## config.mk

```make
export PLATFORM = sky130hd
export DESIGN_NAME = bus_wait_decoder
export DESIGN_NICKNAME = d
export VERILOG_FILES = /design/src/rtl/bus_wait_decoder.sv
export SDC_FILE = /design/constraint.sdc
export NUM_CORES = 1
export LEC_CHECK = 0
export ABC_AREA = 1
export CAP_MARGIN = 10
export CORE_AREA = 2 2 39 41
export CTS_BUF_LIST = sky130_fd_sc_hd__clkbuf_8 sky130_fd_sc_hd__clkbuf_16
export DETAILED_ROUTE_END_ITERATION = 12
export DIE_AREA = 0 0 41 43
export PLACE_DENSITY = 0.63
export SYNTH_ARGS = -nofsm -noshare
export SYNTH_HDL_FRONTEND = slang
export SYNTH_SLANG_ARGS = --single-unit
```

## constraint.sdc

```tcl
create_clock -name clk -period 1.59 [get_ports clk]
set_clock_uncertainty 0.1 [all_clocks]
set_input_delay 0.3975 -clock clk [delete_from_list [all_inputs] [get_ports clk]]
set_output_delay 0.3975 -clock clk [all_outputs]
set_load 0.005 [all_outputs]
```

## src/rtl/bus_wait_decoder.sv

```systemverilog
// Address decoder and wait-state generator for the 8-bit CPU bus.
// Each memory region and the I/O space stall the CPU for a fixed number of clocks.
//
// state  | meaning
// IDLE   | no cycle in progress; wait count sampled live from the current request
// WAIT   | counting down remaining wait clocks, buswait_n held low
// DONE   | wait satisfied, holding until the CPU drops the request
module bus_wait_decoder #(
    parameter int ADDR_WIDTH = 16,
    parameter int SEL_BITS   = 1,
    parameter int WAIT_WIDTH = 4,
    parameter logic [(2**SEL_BITS)*WAIT_WIDTH-1:0] MEM_WAITS = '0,
    parameter logic [WAIT_WIDTH-1:0] IO_WAITS = WAIT_WIDTH'(1)
) (
    input  logic                    clk,
    input  logic                    reset_n,
    input  logic                    mreq_n,
    input  logic                    iorq_n,
    input  logic                    rd_n,
    input  logic                    wr_n,
    input  logic [ADDR_WIDTH-1:0]   addr,
    output logic [(2**SEL_BITS)-1:0] mem_en_n,
    output logic                    io_en_n,
    output logic                    buswait_n,
    output logic                    bus_err
);
    localparam int N_REGIONS = 2**SEL_BITS;

    typedef enum logic [1:0] {
        ST_IDLE,
        ST_WAIT,
        ST_DONE
    } state_t;

    state_t                state, state_nxt;
    logic [WAIT_WIDTH-1:0] cnt, cnt_nxt;
    logic [SEL_BITS-1:0]   region;
    logic [WAIT_WIDTH-1:0] w_mem, w_live;
    logic                  mem_sel, conflict, conflict_q, req, abort, wait_low;
    logic                  unused_addr;

    assign region      = addr[ADDR_WIDTH-1 -: SEL_BITS];
    assign unused_addr = ^addr[ADDR_WIDTH-SEL_BITS-1:0];
    assign mem_sel     = ~mreq_n & iorq_n;
    assign io_en_n     = ~(~iorq_n & mreq_n);
    assign conflict    = ~mreq_n & ~iorq_n;
    assign req         = (~mreq_n ^ ~iorq_n) & (~rd_n | ~wr_n);

    always_comb begin
        mem_en_n = '1;
        w_mem    = '0;
        for (int i = 0; i < N_REGIONS; i++) begin
            if (region == SEL_BITS'(i)) begin
                w_mem       = MEM_WAITS[i*WAIT_WIDTH +: WAIT_WIDTH];
                mem_en_n[i] = ~mem_sel;
            end
        end
    end

    assign w_live = (~mreq_n) ? w_mem : IO_WAITS;

    always_comb begin
        state_nxt = state;
        cnt_nxt   = cnt;
        abort     = 1'b0;
        case (state)
            ST_IDLE: begin
                if (req) begin
                    if (w_live > WAIT_WIDTH'(1)) begin
                        state_nxt = ST_WAIT;
                        cnt_nxt   = w_live - WAIT_WIDTH'(1);
                    end else begin
                        state_nxt = ST_DONE;
                        cnt_nxt   = '0;
                    end
                end
            end
            ST_WAIT: begin
                if (!req) begin
                    state_nxt = ST_IDLE;
                    cnt_nxt   = '0;
                    abort     = 1'b1;
                end else begin
                    cnt_nxt = cnt - WAIT_WIDTH'(1);
                    if (cnt == WAIT_WIDTH'(1)) begin
                        state_nxt = ST_DONE;
                    end
                end
            end
            ST_DONE: begin
                if (!req) begin
                    state_nxt = ST_IDLE;
                end
            end
            default: begin
                state_nxt = ST_IDLE;
                cnt_nxt   = '0;
            end
        endcase
    end

    // Pre-assert in IDLE so the CPU sees the stall in the very first cycle.
    assign wait_low  = ((state == ST_IDLE) & req & (w_live != '0)) | (state == ST_WAIT);
    assign buswait_n = ~reset_n | ~wait_low;

    always_ff @(posedge clk or negedge reset_n) begin
        if (!reset_n) begin
            state      <= ST_IDLE;
            cnt        <= '0;
            conflict_q <= 1'b0;
            bus_err    <= 1'b0;
        end else begin
            state      <= state_nxt;
            cnt        <= cnt_nxt;
            conflict_q <= conflict;
            bus_err    <= (conflict & ~conflict_q) | abort;
        end
    end
endmodule
```

# Yosys cells after proc, flatten, opt, wreduce, memory -nomap -nowiden
# Cells that the tools add are included.
[word_totals]
regBits = 8
input_bits = 22
out_inout_bits = 5
wordCells = 54
[op_classes]
n_addsub = 2
magnitude_cmp = 1
eq_ne = 6
n_mux = 15
bitwise_logic = 22
reduce_logical = 4
[ops]
columns = ["op", "n"]
rows = [
  ["$mux 4", 3],
  ["$pmux 4 s3", 1],
  ["$mux 2", 5],
  ["$not 1->1", 10],
  ["$and 1x1->1", 7],
  ["$pmux 2 s3", 1],
  ["$mux 1", 5],
  ["$eq 4x1->1 const B", 1],
  ["$ne 2x2->1 const B", 2],
  ["$or 1x1->1", 4],
  ["$reduce_bool 4->1", 1],
  ["$sub 4x1->4 const B", 1],
  ["$ne 3x3->1 const B", 1],
  ["$reduce_and 3->1", 1],
  ["$eq 2x1->1 const B", 1],
  ["$eq 2x2->1 const B", 1],
  ["$logic_not 2->1", 1],
  ["$reduce_and 2->1", 1],
  ["$sub 1x1->2 const B", 1],
  ["$gt 1x1->1 const B", 1],
  ["$xor 1x1->1", 1],
]

# Depth between registers and ports, before layout
# Gate-level depths: netlist of the first run.
[depth]
depth_word = 8
depth_mapped = 8
mapped_depth_nobuf = 8

# Least setup slack after synthesis of the first run
# Ideal clock, no wire load.
[synth_path]
kind = "input to output"
start = "in mreq_n"
end = "out buswait_n"
arrival_time_ns = 1.041
required_ns = 1.092
path_slack_ns = 0.051
stages = 6
n_path_buf = 0
path_cell_list = "inv_1 > ha_1 > inv_1 > a21oi_1 > ha_1 > nand3_1"
[synth_between]
elab_chain_len = 8
elab_cells_between_ends = 10
cone_classes = "mux (1); bitwise (8); reduce/logical (1)"
[synth_lines]
columns = ["element", "line", "source"]
rows = [
  ["start, declared", "17", "input logic mreq_n,"],
  ["$not 1->1", "n/a", ""],
  ["$xor 1x1->1", "47", "assign req = (~mreq_n ^ ~iorq_n) & (~rd_n | ~wr_n);"],
  ["$and 1x1->1", "47", ""],
  ["$and 1x1->1", "103", "assign wait_low = ((state == ST_IDLE) & req & (w_live != '0)) | (state == ST_WAIT);"],
  ["$and 1x1->1 *", "103", ""],
  ["$or 1x1->1 *", "103", ""],
  ["$not 1->1 *", "104", "assign buswait_n = ~reset_n | ~wait_low;"],
  ["$or 1x1->1 *", "104", ""],
  ["end, declared", "24", "output logic buswait_n,"],
]
# Every way passes the cells marked *; elsewhere a longest branch is shown, timed or not.

# Worst setup path in the final report of the first run
# Ends and elaborated chain as after synthesis.

==> out/metrics.yaml, run 1 <==
leakagePower_nw: 0.2203
setup_slack_ps: -141.5
worstRegToRegCells: 5
grtUsageTotal_pct: 6.325
top_usage_layer: "met2"
tns_ps: -141.5
worstSkewPairLatency_ps: 210
cap_violations: 0
cts_buffers: 3
synthXorXnorAreaFrac_pct: 0
period_minus_slack_ps: 1732
synth-simple-area-share_pct: 16.88
antenna_found_initial: 0
grt_max_degree: 4
drt_iter0_drc: 1
violations: "negative setup slack"
avgSynthCellArea_um2: 8.378
grt_pass1_vias: 206
antennaDiodeCount: 0
drt-pass1-iter-count: 4
wire_per_inst_um: 7.508
start_kind: "input pin"
cp_cell_sequence: "buf_8, inv_4, ha_4, inv_2, a21oi_2, ha_2, nand3_2, buf_2"
hold_class: "register to register"
fillers: 157
syn_nets: 49
end_kind: "output port"
ir_worst_vdd_v: 0.0002821
nets: 70
drc: 0
status: "complete, but fails checks"
crit_path_max_fanout: 2
drive_gt1_share_pct: 53.49
syn_to_final_growth_pct: 120.8
slew_headroom_pct: 93.19
synthTopCellsByArea: "dfrtp_1, ha_1, inv_1, nand2_2, nand2_1"
dp_hpwl_um: 282.9
grtUsageMet1_pct: 5.466
num_vias: 202
hold_viol_final: 0
start_util_pct: 13.92
use_met2_pct: 10.63
cts_buffer_depth: 2
required_ps: 1090
io_pins: 27
cp_num_cells: 8
coreArea_um2: 1384
gp_congestion: 0.5348
grt_pass1_wl_um: 717
io_buffer_count: 11
synth_top_area_share_pct: 38.96
synth_cell_type_count: 9
final-max-slew-violation-count: 0
synth_seq_area_share_pct: 38.96
netlist_area_um2: 192.7
cts_root_buf: "clkbuf_8"
crit_arrival_ps: 1230
worstHoldPathCells: 1
fp.dieH_um: 43
dieArea_um2: 1763
fmax_mhz: 577.5
cts.htree.levels: 1
crit_family: "adder cells"
via_per_inst: 3.424
worst_pin_slew_ps: 101.9
use_met3_pct: 0
clk_pin_slew_ps: 30
cts_tree: "built"
synth_compound_area_share_pct: 2.597
finalWirelength_um: 443
cp_num_buf_inv: 4
num_rows: 14
cts.sinks: 3
rsz0062_at_grt: "yes"
critical_path.slowest_cell: "ha_4"
p_per_area_nw_per_um2: 1086
regArea_um2: 75.07
synth-seq-cells: 3
criticalPathCategory: "input pin to output port"
synthAdderAreaFrac_pct: 25.97
antenna_left: 0
yosysWarnings: 0
period_share_pct: 108.9
cpPeakStageDelay_ps: 250
synth_top_cell_by_area: "dfrtp_1"
synthCells: 23
fin_util_pct: 30.74
post_cts_buffers: 0
finalSetupViolCount: 1
multiInputGateArea_um2: 111.4
synth_top_family_by_area: "adder cells"
muxShareOfSynthArea_pct: 0
grt_overflow: 0
die_x_um: 41
placed cells by master (no fill, tap or decap):
cell type	n
clkbuf_8	3
dlygate4sd2_1	3
ha_1	2
dfrtp_1	3
nor2_1	1
inv_2	2
clkdlybuf4s50_1	2
clkdlybuf4s15_1	1
clkbuf_2	1
a21oi_2	1
nand2_1	3
nand3_2	1
ha_2	1
buf_2	2
nand2_2	2
ha_4	1
buf_4	5
buf_8	2
inv_4	2
inv_1	5
cell usage after synthesis:
| cell | instances |
|---|---|
| nand2_1 | 3 |
| nand3_1 | 1 |
| dfrtp_1 | 3 |
| nand2_2 | 2 |
| nor2_1 | 1 |
| ha_1 | 4 |
| a21oi_1 | 1 |
| inv_2 | 1 |
| inv_1 | 7 |
path summary, 6_finish.rpt:
path                                      start                   end  slack (ps)
hold reg to reg            conflict_q$_DFF_PN0_     bus_err$_DFF_PN0_         290
hold / removal             conflict_q$_DFF_PN0_     bus_err$_DFF_PN0_         290
setup reg to reg           state[1]$_DFFE_PN0P_  state[1]$_DFFE_PN0P_         540
max in group asynchronous               reset_n  conflict_q$_DFF_PN0_         900
min in group asynchronous               reset_n  state[1]$_DFFE_PN0P_         400
setup / recovery                         mreq_n             buswait_n        -140
state kept, by name, indices dropped and copies added, names as in the netlist:
register,count
state,1
bus_err,1
conflict_q,1
worst register-to-register path, stage by stage, from the launching register on:
cell,delay [ps]
dfrtp_1,350
inv_2,50
ha_2,310
inv_1,40
nand2_2,60
nand2_2,40
where the power goes:
group | switching (mW) | internal (mW) | total [mW]
logic | 0.0652 | 0.0805 | 0.146
clock network | 0.0487 | 0.164 | 0.213
registers | 0.0100 | 0.0935 | 0.104
total | 0.124 | 0.338 | 0.462
per-layer routing:
layer,up-vias,wire [µm]
li1,105,-
met1,87,138
met2,10,257
met3,0,47
met4,0,0
met5,-,0
kinds of logic after synthesis:
kind of cell	Yosys count
buffers and inverters	8
DFF	3
adders and majority gates	4
AOI/OAI and AO/OA	1
and+or+nand+nor	7
cell type report:
cell class | instances | share of cell area, %
Clock buffer | 3 | 9.706
Clock inverter | 1 | 0.8824
Inverter | 8 | 8.235
Multi-Input combinational cell | 12 | 26.18
Sequential cell | 3 | 17.65
Tap cell | 16 | 4.706
Timing Repair Buffer | 16 | 32.65
per-stage QoR:
step           instances  hold slack (ps)  cell area (µm²)  total power [mW]  setup WS (ps)
6_report              59            288.8            425.4            0.4621         -141.5
5_1_grt               59            317.9            425.4            0.4954         -204.6
4_1_cts               59            292.0            430.4            0.4646         -129.6
3_5_place_dp          55            290.9            360.3            0.2408         -928.8
3_3_place_gp          55            286.6            360.3            0.2388         -935.9
2_1_floorplan         23            1.909            192.7            0.1747          51.23
timing repair:
| item | CTS | global route |
|---|---|---|
| resized for setup | 33 | 4 |
| endpoints found under the setup margin | 5 | 4 |
| pin swaps | 3 | 2 |
| hold buffers | 0 | 0 |
(Power assumes the default switching activity.)
==> run 2: changes to the inputs <==
Settings changed: CELL_PAD_IN_SITES_DETAIL_PLACEMENT from default to 1, CELL_PAD_IN_SITES_GLOBAL_PLACEMENT from default to 1, CORE_AREA 2 2 39 41 to default, CORE_MARGIN from default to 2, CORE_UTILIZATION from default to 13, DIE_AREA 0 0 41 43 to default, PLACE_DENSITY 0.63 to 0.83.
==> run 2 against run 1 <==
Wire length increased by 12%. Critical path depth unchanged. Sequential share of layout area decreased by 0.70 points. Critical path type unchanged. Clock power increased by 3%. Final area increased by 4.1%. Largest power group unchanged. Die area increased by 2.5%. Hold slack got worse by 3.3 ps. Register-to-register slack got worse by 40 ps. Sequential power about the same. Highest routed layer is now met4. Via count increased by 7.9%. Sequential cell count unchanged. Total power decreased by 0.43%. The flow still finishes with violations (negative setup slack).
==> out/metrics.yaml, run 2 (synthesis results as in run 1) <==
r2r_start: "state[1]$_DFFE_PN0P_"
leakagePower_nw: 0.2254
antennaDiodeCount: 0
hold_viol_final: 0
final-max-slew-violation-count: 0
drive_gt1_share_pct: 59.09
period_minus_slack_ps: 1732
finalWirelength_um: 496
required_ps: 1090
switching_share_pct: 28.61
wire_per_inst_um: 8.407
fmax_mhz: 577.3
nets: 71
top_regs: "bus_err: 1 flops, conflict_q: 1 flops, state: 1 flops"
finalSetupViolCount: 3
combPwrFrac_pct: 29.4
cts.sinks: 3
regToRegEndpoint: "state[1]$_DFFE_PN0P_"
syn_to_final_growth_pct: 129.9
via_per_inst: 3.695
grtUsageTotal_pct: 7.577
worstRegToRegCells: 5
start_util_pct: 14.27
setup_slack_ps: -142.1
cts_root_buf: "clkbuf_8"
ir_worst_vdd_v: 0.0003171
drc: 0
worstHoldPathCells: 1
worst_pin_slew_ps: 109.7
num_vias: 218
drt_iter0_drc: 0
p_per_area_nw_per_um2: 1039
antenna_found_initial: 0
cts.htree.levels: 1
gp_congestion: 0.5877
hold_class: "register to register"
start_kind: "input pin"
hp-start: "conflict_q$_DFF_PN0_"
p_clk_share_pct: 47.8
instances_no_fill: 59
antenna_left: 0
cts_buffer_depth: 2
use_met2_pct: 12.92
coreArea_um2: 1350
grt_pass1_vias: 243
use_met3_pct: 1.724
worstSkewPairLatency_ps: 220
criticalPathCategory: "input pin to output port"
status: "complete, but fails checks"
fin_util_pct: 32.81
rsz0062_at_grt: "yes"
crit_arrival_ps: 1230
io_pins: 27
end_kind: "output port"
clk_pin_slew_ps: 30
grt_overflow: 0
io_buffer_count: 11
cts_buffers: 3
die_x_um: 42.50
cellInternalPower_uw: 328.4
crit_path_max_fanout: 2
final_cell_mix: "buf_4, inv_1"
fp.dieH_um: 42.50
p_switching_uw: 131.6
num_rows: 13
crit_end: "buswait_n"
placed_cells: 53
crit_start: "mreq_n"
grt_max_degree: 4
cap_violations: 0
drt-pass1-iter-count: 1
dieArea_um2: 1806
dp_hpwl_um: 404.3
slew_headroom_pct: 92.66
cts_tree: "built"
period_share_pct: 108.9
pwr-share-seq_pct: 22.7
layout_commonest_cell: "buf_4"
top_usage_layer: "met2"
violations: "negative setup slack"
grtUsageMet1_pct: 6.443
r2r_setup_slack_ps: 500
grt_pass1_wl_um: 952
==> run 2: cell count changes in the layout (fill, tap and decap cells not counted), sizes merged <==
cell	delta
clkbuf	-1
dlygate4sd2	-1
clkdlybuf4s15	+1
buf	+1
clkdlybuf4s50	+1
==> run 2: worst max-delay path, stage by stage <==
cell and delay, ps:
buf_8 80, inv_4 30, ha_4 250, inv_2 30, a21oi_2 100, ha_2 180, nand3_2 50, buf_2 120
==> run 2: area by class of cell <==
type                            instances  area (µm²)
Tap cell                               15       18.77
Sequential cell                         3       75.07
Clock buffer                            3       41.29
Timing Repair Buffer                   17       155.1
Inverter                                8       35.03
Clock inverter                          1       3.754
Multi-Input combinational cell         12       113.9
Fill cell                             163       907.1
==> run 2: metal layers <==
metal	up-vias	part of all wire, %
met1	99	30
met4	0	4.6
met5	-	0
met3	3	8.3
li1	106	-
met2	10	57
==> run 2: power by group through the flow <==
stage / Clock (mW) / Sequential [mW] / Combinational (mW)
2_1_floorplan: 0 / 0.102 / 0.0726
3_3_place_gp: 0 / 0.104 / 0.116
3_5_place_dp: 0 / 0.106 / 0.126
4_1_cts: 0.227 / 0.105 / 0.140
5_1_grt: 0.237 / 0.107 / 0.155
6_report: 0.220 / 0.105 / 0.135
==> run 2: worst min-delay path by stage <==
stage | end | slack (ps)
2_1_floorplan | bus_err$_DFF_PN0_ | 2
3_3_place_gp | bus_err$_DFF_PN0_ | 280
3_5_place_dp | bus_err$_DFF_PN0_ | 310
4_1_cts | bus_err$_DFF_PN0_ | 300
5_1_grt | bus_err$_DFF_PN0_ | 310
6_report | bus_err$_DFF_PN0_ | 290
==> run 2: timing repair <==
item                       4_1_cts  5_1_grt
setup endpoints to repair        5        4
pin swaps                        3        0
hold buffers                     0        0
buffers inserted                 2        0
resized for setup               37        1
==> run 2: per-stage QoR <==
step | area, µm² | setup WS, ps | hold slack [ps] | TNS, ps | total power, mW
after floorplan | 192.7 | 51.23 | 1.909 | 0 | 0.1747
after global placement | 351.6 | -979.1 | 281.5 | -3419 | 0.2203
after detailed placement | 351.6 | -980.9 | 305.3 | -3519 | 0.2319
after CTS | 440.4 | -155.3 | 301.2 | -359.9 | 0.4717
after global routing | 442.9 | -205.5 | 308.5 | -499.0 | 0.4991
final | 442.9 | -142.1 | 285.5 | -328.6 | 0.4601
